$ cat src/rtl/onewire_master_seq.sv
`timescale 1ns/1ps
// Purpose: 1-Wire bus master sequencer (RESET / WRITE_BYTE / READ_BYTE / NOP) with open-drain slot timing.
// Latency: RESET tRSTL+tRSTH, byte ops 8*tSLOT, NOP 1 cycle from accept to rsp_valid.
// Backpressure: cmd_ready low while a command runs; cmd_valid is ignored while busy, rsp has no ready.
//
// Ports:
//   clk, nRst            clock, asynchronous active-low reset
//   cmd_valid/cmd_ready  command handshake; cmd_op (00 RESET, 01 WRITE, 10 READ, 11 NOP)
//   cmd_od, cmd_data     overdrive select and write byte, latched at accept
//   rsp_valid            one-cycle completion pulse with rsp_data / rsp_presence / rsp_short
//   IO_i, IO_o           bus level (async, synchronized here) and bus drive (0 = pull low)
module onewire_master_seq #(
  parameter int CLKS_PER_US = 50,
  parameter int CNT_W       = 16
) (
  input  logic       clk,
  input  logic       nRst,
  input  logic       cmd_valid,
  output logic       cmd_ready,
  input  logic [1:0] cmd_op,
  input  logic       cmd_od,
  input  logic [7:0] cmd_data,
  output logic       rsp_valid,
  output logic [7:0] rsp_data,
  output logic       rsp_presence,
  output logic       rsp_short,
  input  logic       IO_i,
  output logic       IO_o
);

  localparam logic [1:0] OP_RESET = 2'b00;
  localparam logic [1:0] OP_WRITE = 2'b01;
  localparam logic [1:0] OP_READ  = 2'b10;

  typedef enum logic [2:0] {
    S_IDLE,
    S_RST_LOW,
    S_RST_HIGH,
    S_SLOT_LOW,
    S_SLOT_HIGH,
    S_DONE
  } state_t;

  state_t           state, state_n;
  logic [CNT_W-1:0] cnt, cnt_n;
  logic [2:0]       bit_cnt, bit_n;
  logic [1:0]       op_q;
  logic             od_q;
  logic [7:0]       data_q;
  logic [7:0]       shreg;
  logic             pres_q;
  logic             io_s1, io_s2;
  logic             io_o_q;
  logic             accept;
  logic             done_entry;

  logic [CNT_W-1:0] t_rstl, t_pds, t_rsth, t_low, t_rds, t_slot;

  function automatic logic [CNT_W-1:0] us_to_clk(input int t_us);
    return CNT_W'(t_us * CLKS_PER_US);
  endfunction

  // Speed is taken from the latched od bit, so it can only change between commands.
  always_comb begin
    t_rstl = od_q ? us_to_clk(50) : us_to_clk(480);
    t_pds  = od_q ? us_to_clk(8)  : us_to_clk(70);
    t_rsth = od_q ? us_to_clk(48) : us_to_clk(480);
    t_rds  = od_q ? us_to_clk(2)  : us_to_clk(15);
    t_slot = od_q ? us_to_clk(10) : us_to_clk(70);
    // Read slots use the short low pulse, like a write-1.
    if ((op_q == OP_READ) || data_q[bit_cnt])
      t_low = od_q ? us_to_clk(1) : us_to_clk(6);
    else
      t_low = od_q ? us_to_clk(8) : us_to_clk(60);
  end

  always_ff @(posedge clk or negedge nRst) begin
    if (!nRst) state <= S_IDLE;
    else       state <= state_n;
  end

  always_comb begin
    state_n = state;
    cnt_n   = cnt;
    bit_n   = bit_cnt;
    accept  = 1'b0;
    case (state)
      S_IDLE: begin
        if (cmd_valid) begin
          accept = 1'b1;
          cnt_n  = '0;
          bit_n  = '0;
          case (cmd_op)
            OP_RESET:         state_n = S_RST_LOW;
            OP_WRITE, OP_READ: state_n = S_SLOT_LOW;
            default:          state_n = S_DONE;
          endcase
        end
      end
      S_RST_LOW: begin
        if (cnt == t_rstl - 1'b1) begin
          state_n = S_RST_HIGH;
          cnt_n   = '0;
        end else begin
          cnt_n = cnt + 1'b1;
        end
      end
      S_RST_HIGH: begin
        if (cnt == t_rsth - 1'b1) begin
          state_n = S_DONE;
          cnt_n   = '0;
        end else begin
          cnt_n = cnt + 1'b1;
        end
      end
      S_SLOT_LOW: begin
        // Counter runs across the whole slot; low/high split is only a state change.
        cnt_n = cnt + 1'b1;
        if (cnt == t_low - 1'b1) state_n = S_SLOT_HIGH;
      end
      S_SLOT_HIGH: begin
        if (cnt == t_slot - 1'b1) begin
          cnt_n = '0;
          if (bit_cnt == 3'd7) begin
            state_n = S_DONE;
          end else begin
            state_n = S_SLOT_LOW;
            bit_n   = bit_cnt + 1'b1;
          end
        end else begin
          cnt_n = cnt + 1'b1;
        end
      end
      S_DONE:  state_n = S_IDLE;
      default: state_n = S_IDLE;
    endcase
    cmd_ready  = (state == S_IDLE);
    rsp_valid  = (state == S_DONE);
    done_entry = (state_n == S_DONE) && (state != S_DONE);
  end

  always_ff @(posedge clk or negedge nRst) begin
    if (!nRst) begin
      cnt          <= '0;
      bit_cnt      <= '0;
      op_q         <= 2'b11;
      od_q         <= 1'b0;
      data_q       <= '0;
      shreg        <= '0;
      pres_q       <= 1'b0;
      io_s1        <= 1'b1;
      io_s2        <= 1'b1;
      io_o_q       <= 1'b1;
      rsp_data     <= '0;
      rsp_presence <= 1'b0;
      rsp_short    <= 1'b0;
    end else begin
      cnt     <= cnt_n;
      bit_cnt <= bit_n;
      io_s1   <= IO_i;
      io_s2   <= io_s1;
      // Registered drive: low exactly while the next state is a low phase.
      io_o_q  <= !((state_n == S_RST_LOW) || (state_n == S_SLOT_LOW));
      if (accept) begin
        op_q   <= cmd_op;
        od_q   <= cmd_od;
        data_q <= cmd_data;
      end
      if ((state == S_RST_HIGH) && (cnt == t_pds))
        pres_q <= ~io_s2;
      if (((state == S_SLOT_LOW) || (state == S_SLOT_HIGH)) &&
          (op_q == OP_READ) && (cnt == t_rds))
        shreg <= {io_s2, shreg[7:1]};
      // Results change only on completion so they hold between responses.
      if (done_entry) begin
        rsp_data     <= ((state == S_SLOT_HIGH) && (op_q == OP_READ)) ? shreg : 8'h00;
        rsp_presence <= (state == S_RST_HIGH) & pres_q;
        rsp_short    <= (state == S_RST_HIGH) & ~io_s2;
      end
    end
  end

  assign IO_o = io_o_q;

endmodule

$ cat config.mk
export PLATFORM = sky130hd
export DESIGN_NAME = onewire_master_seq
export DESIGN_NICKNAME = d
export VERILOG_FILES = /design/src/rtl/onewire_master_seq.sv
export SDC_FILE = /design/constraint.sdc
export NUM_CORES = 1
export LEC_CHECK = 0
export CORE_MARGIN = 10
export CORE_UTILIZATION = 58
export DETAILED_ROUTE_END_ITERATION = 10
export PLACE_DENSITY = 0.87
export SLEW_MARGIN = 0
export SYNTH_ARGS = -nofsm -noshare
export SYNTH_HDL_FRONTEND = slang
export SYNTH_SLANG_ARGS = --single-unit
$ cat constraint.sdc
create_clock -name clk -period 5.1 [get_ports clk]
set_input_delay 1.02 -clock clk [delete_from_list [all_inputs] [get_ports clk]]
set_output_delay 1.02 -clock clk [all_outputs]
set_load 0.05 [all_outputs]
==> results of run 1 <==
==> report_power, final <==
group          internal, mW  total [mW]  switching (mW)  leakage (nW)
Combinational         0.350       0.849           0.499         0.805
Clock                 0.105       0.270           0.165        0.0519
Sequential            0.558       0.699           0.141         0.706
Total                  1.01        1.82           0.805          1.56
==> logic make-up after synthesis <==
family | after synthesis
xor gates and xnor gates | 4
muxes | 38
adders and majority gates | 12
DFF | 55
and+or+nand+nor | 141
AOI/OAI and AO/OA | 49
buffers and inverters | 39
==> metal layers <==
layer / part of all wire / wire [µm] / global-route usage / vias to the layer above
met5: 0 / 0 / 0 / -
met4: 0.011 / 85 / 0.0381 / 0
met3: 0.047 / 363 / 0.0280 / 7
met2: 0.49 / 3790 / 0.280 / 67
met1: 0.45 / 3480 / 0.235 / 1300
li1: - / - / - / 1238
==> registers in the layout (all words and copies together) (netlist names) <==
signal / flops
bit_cnt: 3
data_q: 8
op_q: 2
rsp_short: 1
od_q: 1
pres_q: 1
rsp_data: 8
io_s1: 1
cnt: 16
IO_o: 1
shreg: 8
rsp_presence: 1
state: 3
io_s2: 1
==> final cells by class <==
cell class              count  share of cell area
multi-input cells         244               0.481
flip-flops and latches     55               0.372
repair buffers             30              0.0774
well taps                  72              0.0242
clock buffers               5              0.0185
inverters                  17              0.0172
clock inverters             3             0.00909
==> cells in the final DEF, fill, tap and decap left out, types with 5 or more instances in the layout <==
| cell | instances |
|---|---|
| or4_1 | 6 |
| a21oi_1 | 5 |
| nand2_1 | 35 |
| nand2b_1 | 6 |
| nor3_1 | 6 |
| clkdlybuf4s50_1 | 26 |
| mux2i_1 | 16 |
| ha_1 | 12 |
| nor2_1 | 18 |
| o21ai_0 | 14 |
| inv_1 | 17 |
| dfrtp_1 | 50 |
| dfstp_2 | 5 |
| nor3b_1 | 5 |
| clkbuf_8 | 5 |
| and2_1 | 6 |
| nand3_1 | 19 |
| mux2_2 | 19 |
| nor2b_1 | 6 |
==> cells in the mapped netlist (3+ instances only) <==
library cell / count / area, µm²
o21ai_0: 14 / 70.1
nand2_1: 35 / 131
a21o_1: 3 / 22.5
and3b_1: 4 / 35.0
a22oi_1: 3 / 22.5
mux2_2: 19 / 214
inv_1: 17 / 63.8
nor2b_1: 6 / 37.5
dfstp_2: 5 / 131
ha_1: 12 / 150
or4_1: 6 / 45.0
nor3_1: 6 / 30.0
mux2i_1: 16 / 160
nand4_1: 4 / 25.0
and3_1: 4 / 25.0
nand2b_1: 6 / 37.5
dfrtp_1: 50 / 1250
a31oi_1: 4 / 25.0
nor2_1: 18 / 67.6
clkbuf_1: 9 / 33.8
nor4_1: 3 / 18.8
nor3b_1: 5 / 37.5
a22o_1: 4 / 35.0
o211ai_1: 4 / 30.0
buf_2: 7 / 35.0
and4b_1: 3 / 30.0
nand3_1: 19 / 95.1
a21oi_1: 5 / 25.0
and2_1: 6 / 37.5
==> how the worst min path moves through the flow <==
stage | from | slack (ns) | depth (start not counted) | end
floorplan | io_s1 | 0.35 | 0 | io_s2
global placement | io_s1 | 0.35 | 0 | io_s2
detailed placement | io_s1 | 0.35 | 0 | io_s2
CTS | io_s1 | 0.37 | 0 | io_s2
global route | io_s1 | 0.37 | 0 | io_s2
finish | io_s1 | 0.36 | 0 | io_s2
==> critical path, cell delays in order, from the launching register on <==
cell       delay [ns]
dfrtp_1          0.47
mux4_2           0.52
mux2_2           0.28
or2_2            0.32
ha_1             0.30
nor3b_1          0.20
o211ai_1         0.11
a2111oi_0        0.57
nand4_1          0.22
a211oi_2         0.26
buf_4            0.25
mux2_4           0.32
==> impl_metrics.json, run 1 <==
{
  "worstMarginPinSlew_ns": 0.880,
  "rr_worst_depth": 11,
  "relSlewSlack": 0.398,
  "path_class": "reg -> reg",
  "holdCritPathClass": "reg -> reg",
  "synth_top_family_by_area": "simple AND/OR/NAND/NOR gates",
  "start_util": 0.605,
  "setup_violations": 0,
  "die_area_um2": 9220,
  "fin_util": 0.671,
  "cts-root-buf": "clkbuf_8",
  "layout_min_cycle_time_ns": 3.94,
  "routed_wl_mm": 7.71,
  "synthXorXnorAreaFrac": 0.0105,
  "synth_simple_gate_area_share": 0.242,
  "hold_viol": 0,
  "total_power_mw": 1.82,
  "leakage_nw": 1.56,
  "dp_cells": 418,
  "clock.fmax_mhz": 254,
  "clockBufferDepth": 2,
  "cts.sinks": 55,
  "critPathCaptureType": "flop",
  "cp-startpoint": "bit_cnt[0]",
  "multi_input_area_um2": 1790,
  "worst_hold_slack_ns": 0.365,
  "path_max_fanout": 10,
  "worstPathArrival_ns": 4.15,
  "rsz0062_at_grt": "false",
  "synth_fa_ha_area_frac": 0.0448,
  "regArea_um2": 1380,
  "grt_pass1_vias": 2522,
  "num_vias": 2612,
  "netlist_area_um2": 3350,
  "slew_viol_final": 0,
  "dpl.hpwl_mm": 5.56,
  "diodes": 0,
  "setup_tns_ns": 0,
  "grt_start_max_net_pins": 56,
  "ys_seq_area_frac": 0.413,
  "vias_per_cell": 6.13,
  "critPathCapture": "rsp_short",
  "synth.distinct_cells": 59,
  "drt_first_pass_iters": 5,
  "clkSlewWorstSetupHoldPaths_ns": 0.11,
  "grtUsageTotal": 0.172,
  "postCtsSetupRepairBufs": 0,
  "r2r_end": "rsp_short",
  "die_width_um": 96.0,
  "layout_setup_ws_ns": 1.16,
  "status": "finished, final reports clean",
  "fin_crit_sh": 0.772,
  "postLayoutCellArea_um2": 3720,
  "drc": 0,
  "cts.htree.levels": 2,
  "worst_setup_path_start_kind": "flop",
  "fillers": 428,
  "synth-compound-area-share": 0.108,
  "drive_above_1_share": 0.136,
  "grt_pass1_wl_mm": 12.7,
  "synth_flop_cell": "dfrtp_1",
  "syn-mean-instance-area_um2": 9.91,
  "die_h_um": 96.0,
  "initialDrtViolationCount": 286,
  "cts_hold_buf": 0,
  "rrSetupSlack_ns": 1.16,
  "cts_tree": "done",
  "fin_nets": 380,
  "numPortBuffers": 27,
  "core_area_um2": 5540,
  "synth_warnings": 0,
  "placementRows": 27,
  "place_area_um2": 3610,
  "pre_cts_ws_ns": 1.17,
  "synthCells": 338,
  "overflow": 0,
  "crit_required_ns": 5.31,
  "synth_seq_cells": 55,
  "p_per_area_nw_per_um2": 489,
  "rr_startpoint": "bit_cnt[0]",
  "post_synth_mux_area_share": 0.130,
  "io_pins": 28,
  "antenna_found_initial": 0,
  "synthArstFlopShare": 1.00,
  "finalNonFillerCells": 426,
  "synth_edf_count": 0,
  "drv_cap": 0,
  "ctsResizeCount": 0,
  "clk_latency_ns": 0.32,
  "gp_congestion": 1.00,
  "postRouteAntennaNets": 0,
  "ir_worst_vdd_mv": 0.291,
  "cts_buffers": 5,
  "synth_nets": 365,
  "wl_per_cell_um": 18.1,
  "syn2layout_area_growth_pct": 10.9,
  "fin_skew_ns": 0.0104
}
Power figures use the tool's default switching activity.
==> run 2: changes to the inputs <==
--- a/config.mk
+++ b/config.mk
@@ -6,9 +6,9 @@
 export NUM_CORES = 1
 export LEC_CHECK = 0
 export CORE_MARGIN = 10
-export CORE_UTILIZATION = 58
+export CORE_UTILIZATION = 53
 export DETAILED_ROUTE_END_ITERATION = 10
-export PLACE_DENSITY = 0.87
+export PLACE_DENSITY = 0.84
 export SLEW_MARGIN = 0
 export SYNTH_ARGS = -nofsm -noshare
 export SYNTH_HDL_FRONTEND = slang
==> constraint.sdc (replaced) <==
create_clock -name clk -period 3.6 [get_ports clk]
set_input_delay 0.72 -clock clk [delete_from_list [all_inputs] [get_ports clk]]
set_output_delay 0.72 -clock clk [all_outputs]
set_load 0.05 [all_outputs]
==> impl_metrics.json, run 2 (synthesized netlist as in run 1, its figures left out) <==
{
  "gp_congestion": 0.953,
  "io_pins": 28,
  "cts.sinks": 55,
  "leakage_nw": 1.64,
  "grtUsageTotal": 0.158,
  "cts_buffers": 5,
  "critPathCaptureType": "flop",
  "die_area_um2": 9900,
  "relSlewSlack": 0.518,
  "rr_startpoint": "bit_cnt[0]",
  "cts.htree.levels": 2,
  "slew_viol_final": 0,
  "clock.fmax_mhz": 287,
  "grt_pass1_wl_mm": 13.1,
  "die_width_um": 99.5,
  "vias_per_cell": 6.16,
  "r2r_end": "rsp_short",
  "fin_util": 0.643,
  "fin_crit_sh": 0.969,
  "antenna_found_initial": 0,
  "postRouteAntennaNets": 0,
  "worstPathArrival_ns": 3.70,
  "grt_start_max_net_pins": 30,
  "cts-root-buf": "clkbuf_8",
  "holdCritPathClass": "reg -> reg",
  "rrSetupSlack_ns": 0.11,
  "drive_above_1_share": 0.195,
  "path_max_fanout": 7,
  "syn2layout_area_growth_pct": 15.6,
  "min_from": "io_s1",
  "status": "finished, final reports clean",
  "dp_cells": 435,
  "wl_per_cell_um": 17.6,
  "min_to": "io_s2",
  "cts_tree": "done",
  "setup_violations": 0,
  "total_power_mw": 2.67,
  "die_h_um": 99.5,
  "initialDrtViolationCount": 302,
  "fin_nets": 396,
  "layout_min_cycle_time_ns": 3.49,
  "cp-startpoint": "bit_cnt[0]",
  "path_class": "reg -> reg",
  "clk_latency_ns": 0.32,
  "ir_worst_vdd_mv": 0.470,
  "largest_reg_flops": 16,
  "dpl.hpwl_mm": 5.61,
  "fin_skew_ns": 0.00965,
  "grt_pass1_vias": 2640,
  "final_common_cell": "dfrtp_1",
  "clockBufferDepth": 2,
  "diodes": 0,
  "rr_worst_depth": 13,
  "drv_cap": 0,
  "hold_depth": 0,
  "p_per_area_nw_per_um2": 689,
  "worst_setup_path_start_kind": "flop",
  "numPortBuffers": 27,
  "finalNonFillerCells": 445,
  "overflow": 0,
  "drc": 0,
  "crit_required_ns": 3.81,
  "top_register": "cnt",
  "placementRows": 28,
  "hold_viol": 0,
  "routed_wl_mm": 7.83,
  "core_area_um2": 6030,
  "worst_hold_slack_ns": 0.373,
  "drt_first_pass_iters": 5,
  "start_util": 0.556,
  "layout_common_cells": "dfrtp_1, nand2_1, clkdlybuf4s50_1",
  "worstMarginPinSlew_ns": 0.714,
  "num_vias": 2739,
  "clkSlewWorstSetupHoldPaths_ns": 0.10,
  "cts_hold_buf": 0
}
-- run 2: changes by cell type in the layout (fill, tap and decap cells not counted), sizes merged --
cell | before | now
clkinv | 1 | 0
clkinvlp | 0 | 1
buf | 4 | 20
clkbuf | 5 | 6
inv | 19 | 18
-- run 2: per-stage QoR --
stage | TNS [ns] | setup WS, ns | instance area [µm²]
floorplan | 0 | 0.0146 | 3350
global placement | -0.128 | -0.0584 | 3720
detailed placement | -1.31 | -0.187 | 3720
CTS | 0 | 0.00179 | 3840
global route | -0.274 | -0.0599 | 3870
finish | 0 | 0.111 | 3870
-- run 2: layer usage --
metal,vias up,global-route usage,share of wire
li1,1283,-,-
met1,1322,0.198,0.42
met2,114,0.266,0.50
met3,20,0.0394,0.064
met4,0,0.0364,0.015
met5,-,0,0
-- run 2: how the worst max path moves through the flow --
stage | to | slack [ns] | cells past startpoint
2_1_floorplan | rsp_short | 0.01 | 11
3_3_place_gp | rsp_short | -0.06 | 12
3_5_place_dp | rsp_short | -0.19 | 12
4_1_cts | rsp_short | 0.002 | 12
5_1_grt | rsp_data[0] | -0.06 | 14
6_report | rsp_short | 0.11 | 13
-- run 2: power by group --
| part | total, mW | switching, mW | internal (mW) |
|---|---|---|---|
| registers | 0.942 | 0.151 | 0.792 |
| logic | 1.38 | 0.800 | 0.576 |
| clock network | 0.350 | 0.210 | 0.140 |
| total | 2.67 | 1.16 | 1.51 |
-- run 2: worst max-delay path, stage by stage, from the launching register on --
cell	delay [ns]
dfrtp_2	0.40
mux4_2	0.52
mux2_4	0.30
or2_4	0.26
inv_4	0.07
ha_1	0.14
nor2b_4	0.14
nand4_1	0.12
a2111oi_2	0.39
buf_4	0.17
nand4_1	0.10
a211oi_2	0.25
buf_4	0.21
mux2_4	0.30
-- run 2: cell type report --
class                   instances  area (µm²)
clock buffers                   6        72.6
multi-input cells             244        1830
well taps                      75        93.8
flip-flops and latches         55        1380
inverters                      17        66.3
fillers                       492        2150
repair buffers                 46         412
clock inverters                 2        16.3
-- run 2: what timing repair did --
item                                    CTS  global route
setup buffers                             2             0
gates resized for setup                   4            11
pin swaps                                 1             4
endpoints found under the setup margin   10            10
==> run 3: changes to the inputs <==
--- a/config.mk
+++ b/config.mk
@@ -9,6 +9,7 @@
 export CORE_UTILIZATION = 53
 export DETAILED_ROUTE_END_ITERATION = 10
 export PLACE_DENSITY = 0.84
+export REMOVE_ABC_BUFFERS = 1
 export SLEW_MARGIN = 0
 export SYNTH_ARGS = -nofsm -noshare
 export SYNTH_HDL_FRONTEND = slang
==> impl_metrics.json, run 3 (synthesized netlist as in run 1, its figures left out) <==
{
  "status": "finished, final reports clean",
  "holdCritPathClass": "reg -> reg",
  "dp_cells": 433,
  "die_width_um": 99.5,
  "grt_pass1_wl_mm": 13.0,
  "cts_tree": "done",
  "crit_chain": "mux4_2, mux2_2, or2_4, ha_1, nor3b_1, o211ai_1, a2111oi_4, buf_4, nand4_1, a211oi_2, buf_4, buf_4, mux2_4",
  "drc": 0,
  "drive_above_1_share": 0.195,
  "diodes": 0,
  "worst_setup_path_start_kind": "flop",
  "drv_cap": 0,
  "antenna_found_initial": 0,
  "cts_buffers": 5,
  "crit_required_ns": 3.81,
  "grt_start_max_net_pins": 32,
  "setup_tns_ns": 0,
  "relSlewSlack": 0.502,
  "p_clk_frac": 0.137,
  "initialDrtViolationCount": 296,
  "postRouteAntennaNets": 0,
  "combPwrFrac": 0.516,
  "routed_wl_mm": 7.60,
  "hold_viol": 0,
  "pre_cts_ws_ns": -0.134,
  "dpl.hpwl_mm": 5.52,
  "cts_hold_buf": 0,
  "leakage_nw": 1.63,
  "slew_viol_final": 0,
  "core_area_um2": 6030,
  "layout_setup_ws_ns": 0.109,
  "vias_per_cell": 6.04,
  "layout_common_cells": "dfrtp_1, nand2_1, clkdlybuf4s50_1",
  "grtUsageTotal": 0.156,
  "switching_power_mw": 1.16,
  "start_util": 0.556,
  "cts.htree.levels": 2,
  "clk_latency_ns": 0.32,
  "path_max_fanout": 4,
  "die_area_um2": 9900,
  "netSwitchingFraction": 0.432,
  "setup_violations": 0,
  "top_register": "cnt",
  "p_seq_frac": 0.347,
  "cts.sinks": 55,
  "cts-root-buf": "clkbuf_8",
  "clkSlewWorstSetupHoldPaths_ns": 0.11,
  "die_h_um": 99.5,
  "clock.fmax_mhz": 286,
  "ir_worst_vdd_mv": 0.484,
  "worstMarginPinSlew_ns": 0.729,
  "num_vias": 2681,
  "syn2layout_area_growth_pct": 15.9,
  "layout_min_cycle_time_ns": 3.49,
  "drt_first_pass_iters": 4,
  "gp_congestion": 0.990,
  "grt_pass1_vias": 2680,
  "crit_family": "multiplexers",
  "slowest_stage": "mux4_2",
  "cp_common_cell": "buf_4",
  "wl_per_cell_um": 17.1,
  "fin_nets": 395,
  "largest_reg_flops": 16,
  "path_class": "reg -> reg",
  "internal_power_mw": 1.52,
  "placementRows": 28,
  "path_buf_inv": 3,
  "worstPathArrival_ns": 3.70,
  "finalNonFillerCells": 444,
  "final_common_cell": "dfrtp_1",
  "rsz0062_at_grt": "true",
  "overflow": 0,
  "fin_crit_sh": 0.970,
  "p_per_area_nw_per_um2": 691,
  "io_pins": 28,
  "fin_skew_ns": 0.00893,
  "clockBufferDepth": 2,
  "numPortBuffers": 27,
  "critPathMaxStageDelay_ns": 0.50,
  "critPathCaptureType": "flop"
}
run 3: cell count changes in the layout (fill, tap and decap cells not counted), sizes merged:
cell    previous run  this run
buf               20        19
clkbuf             6         5
inv               18        19
run 3: power by group through the flow:
stage	logic [mW]	registers (mW)	clock network (mW)
3_3_place_gp	1.26	0.933	0
2_1_floorplan	0.657	1.15	0
4_1_cts	1.33	0.927	0.374
3_5_place_dp	1.30	0.938	0
6_report	1.38	0.932	0.366
5_1_grt	1.50	0.955	0.398
run 3: layout make-up:
cell class	instances	area [µm²]
clock buffer	5	68.8
clock inverter	3	27.5
fill	494	2140
inverter	17	66.3
multi-input combinational	244	1840
sequential	55	1380
tap	75	93.8
timing repair buffer	45	402
run 3: timing repair:
action	in CTS	in global routing
setup endpoints to repair	10	10
hold endpoints to repair	0	0
resized for setup	7	8
pin swaps	2	6
setup buffers	1	1
cloned	0	1
run 3: worst register-to-register path, cell delays in order (launching register included):
cell       delay [ns]
dfrtp_2          0.41
mux4_2           0.50
mux2_2           0.29
or2_4            0.27
ha_1             0.30
nor3b_1          0.20
o211ai_1         0.16
a2111oi_4        0.20
buf_4            0.16
nand4_1          0.11
a211oi_2         0.24
buf_4            0.16
buf_4            0.11
mux2_4           0.29
run 3: layer usage:
metal / vias up / global-route usage / part of all wire
li1: 1280 / - / -
met1: 1299 / 0.196 / 0.45
met2: 88 / 0.249 / 0.47
met3: 14 / 0.0429 / 0.061
met4: 0 / 0.0551 / 0.018
met5: - / 0 / 0
run 3: worst paths after layout:
path                       slack (ns)   endpoint       start  cells after the start
max in group asynchronous        2.34      io_s2        nRst                      2
setup / recovery                 0.11  rsp_short  bit_cnt[0]                     13
hold reg to reg                  0.36      io_s2       io_s1                      0
min in group asynchronous        0.43    cnt[11]        nRst                      1
hold / removal                   0.36      io_s2       io_s1                      0
setup reg to reg                 0.11  rsp_short  bit_cnt[0]                     13
run 3: stage by stage:
step           cell area, µm²  power [mW]   util  hold WS, ns
3_3_place_gp             3710        2.19  0.615        0.347
2_1_floorplan            3240        1.80      -        0.345
6_report                 3880        2.68  0.645        0.362
4_1_cts                  3830        2.63  0.635        0.363
3_5_place_dp             3710        2.24  0.615        0.347
5_1_grt                  3880        2.85  0.645        0.367
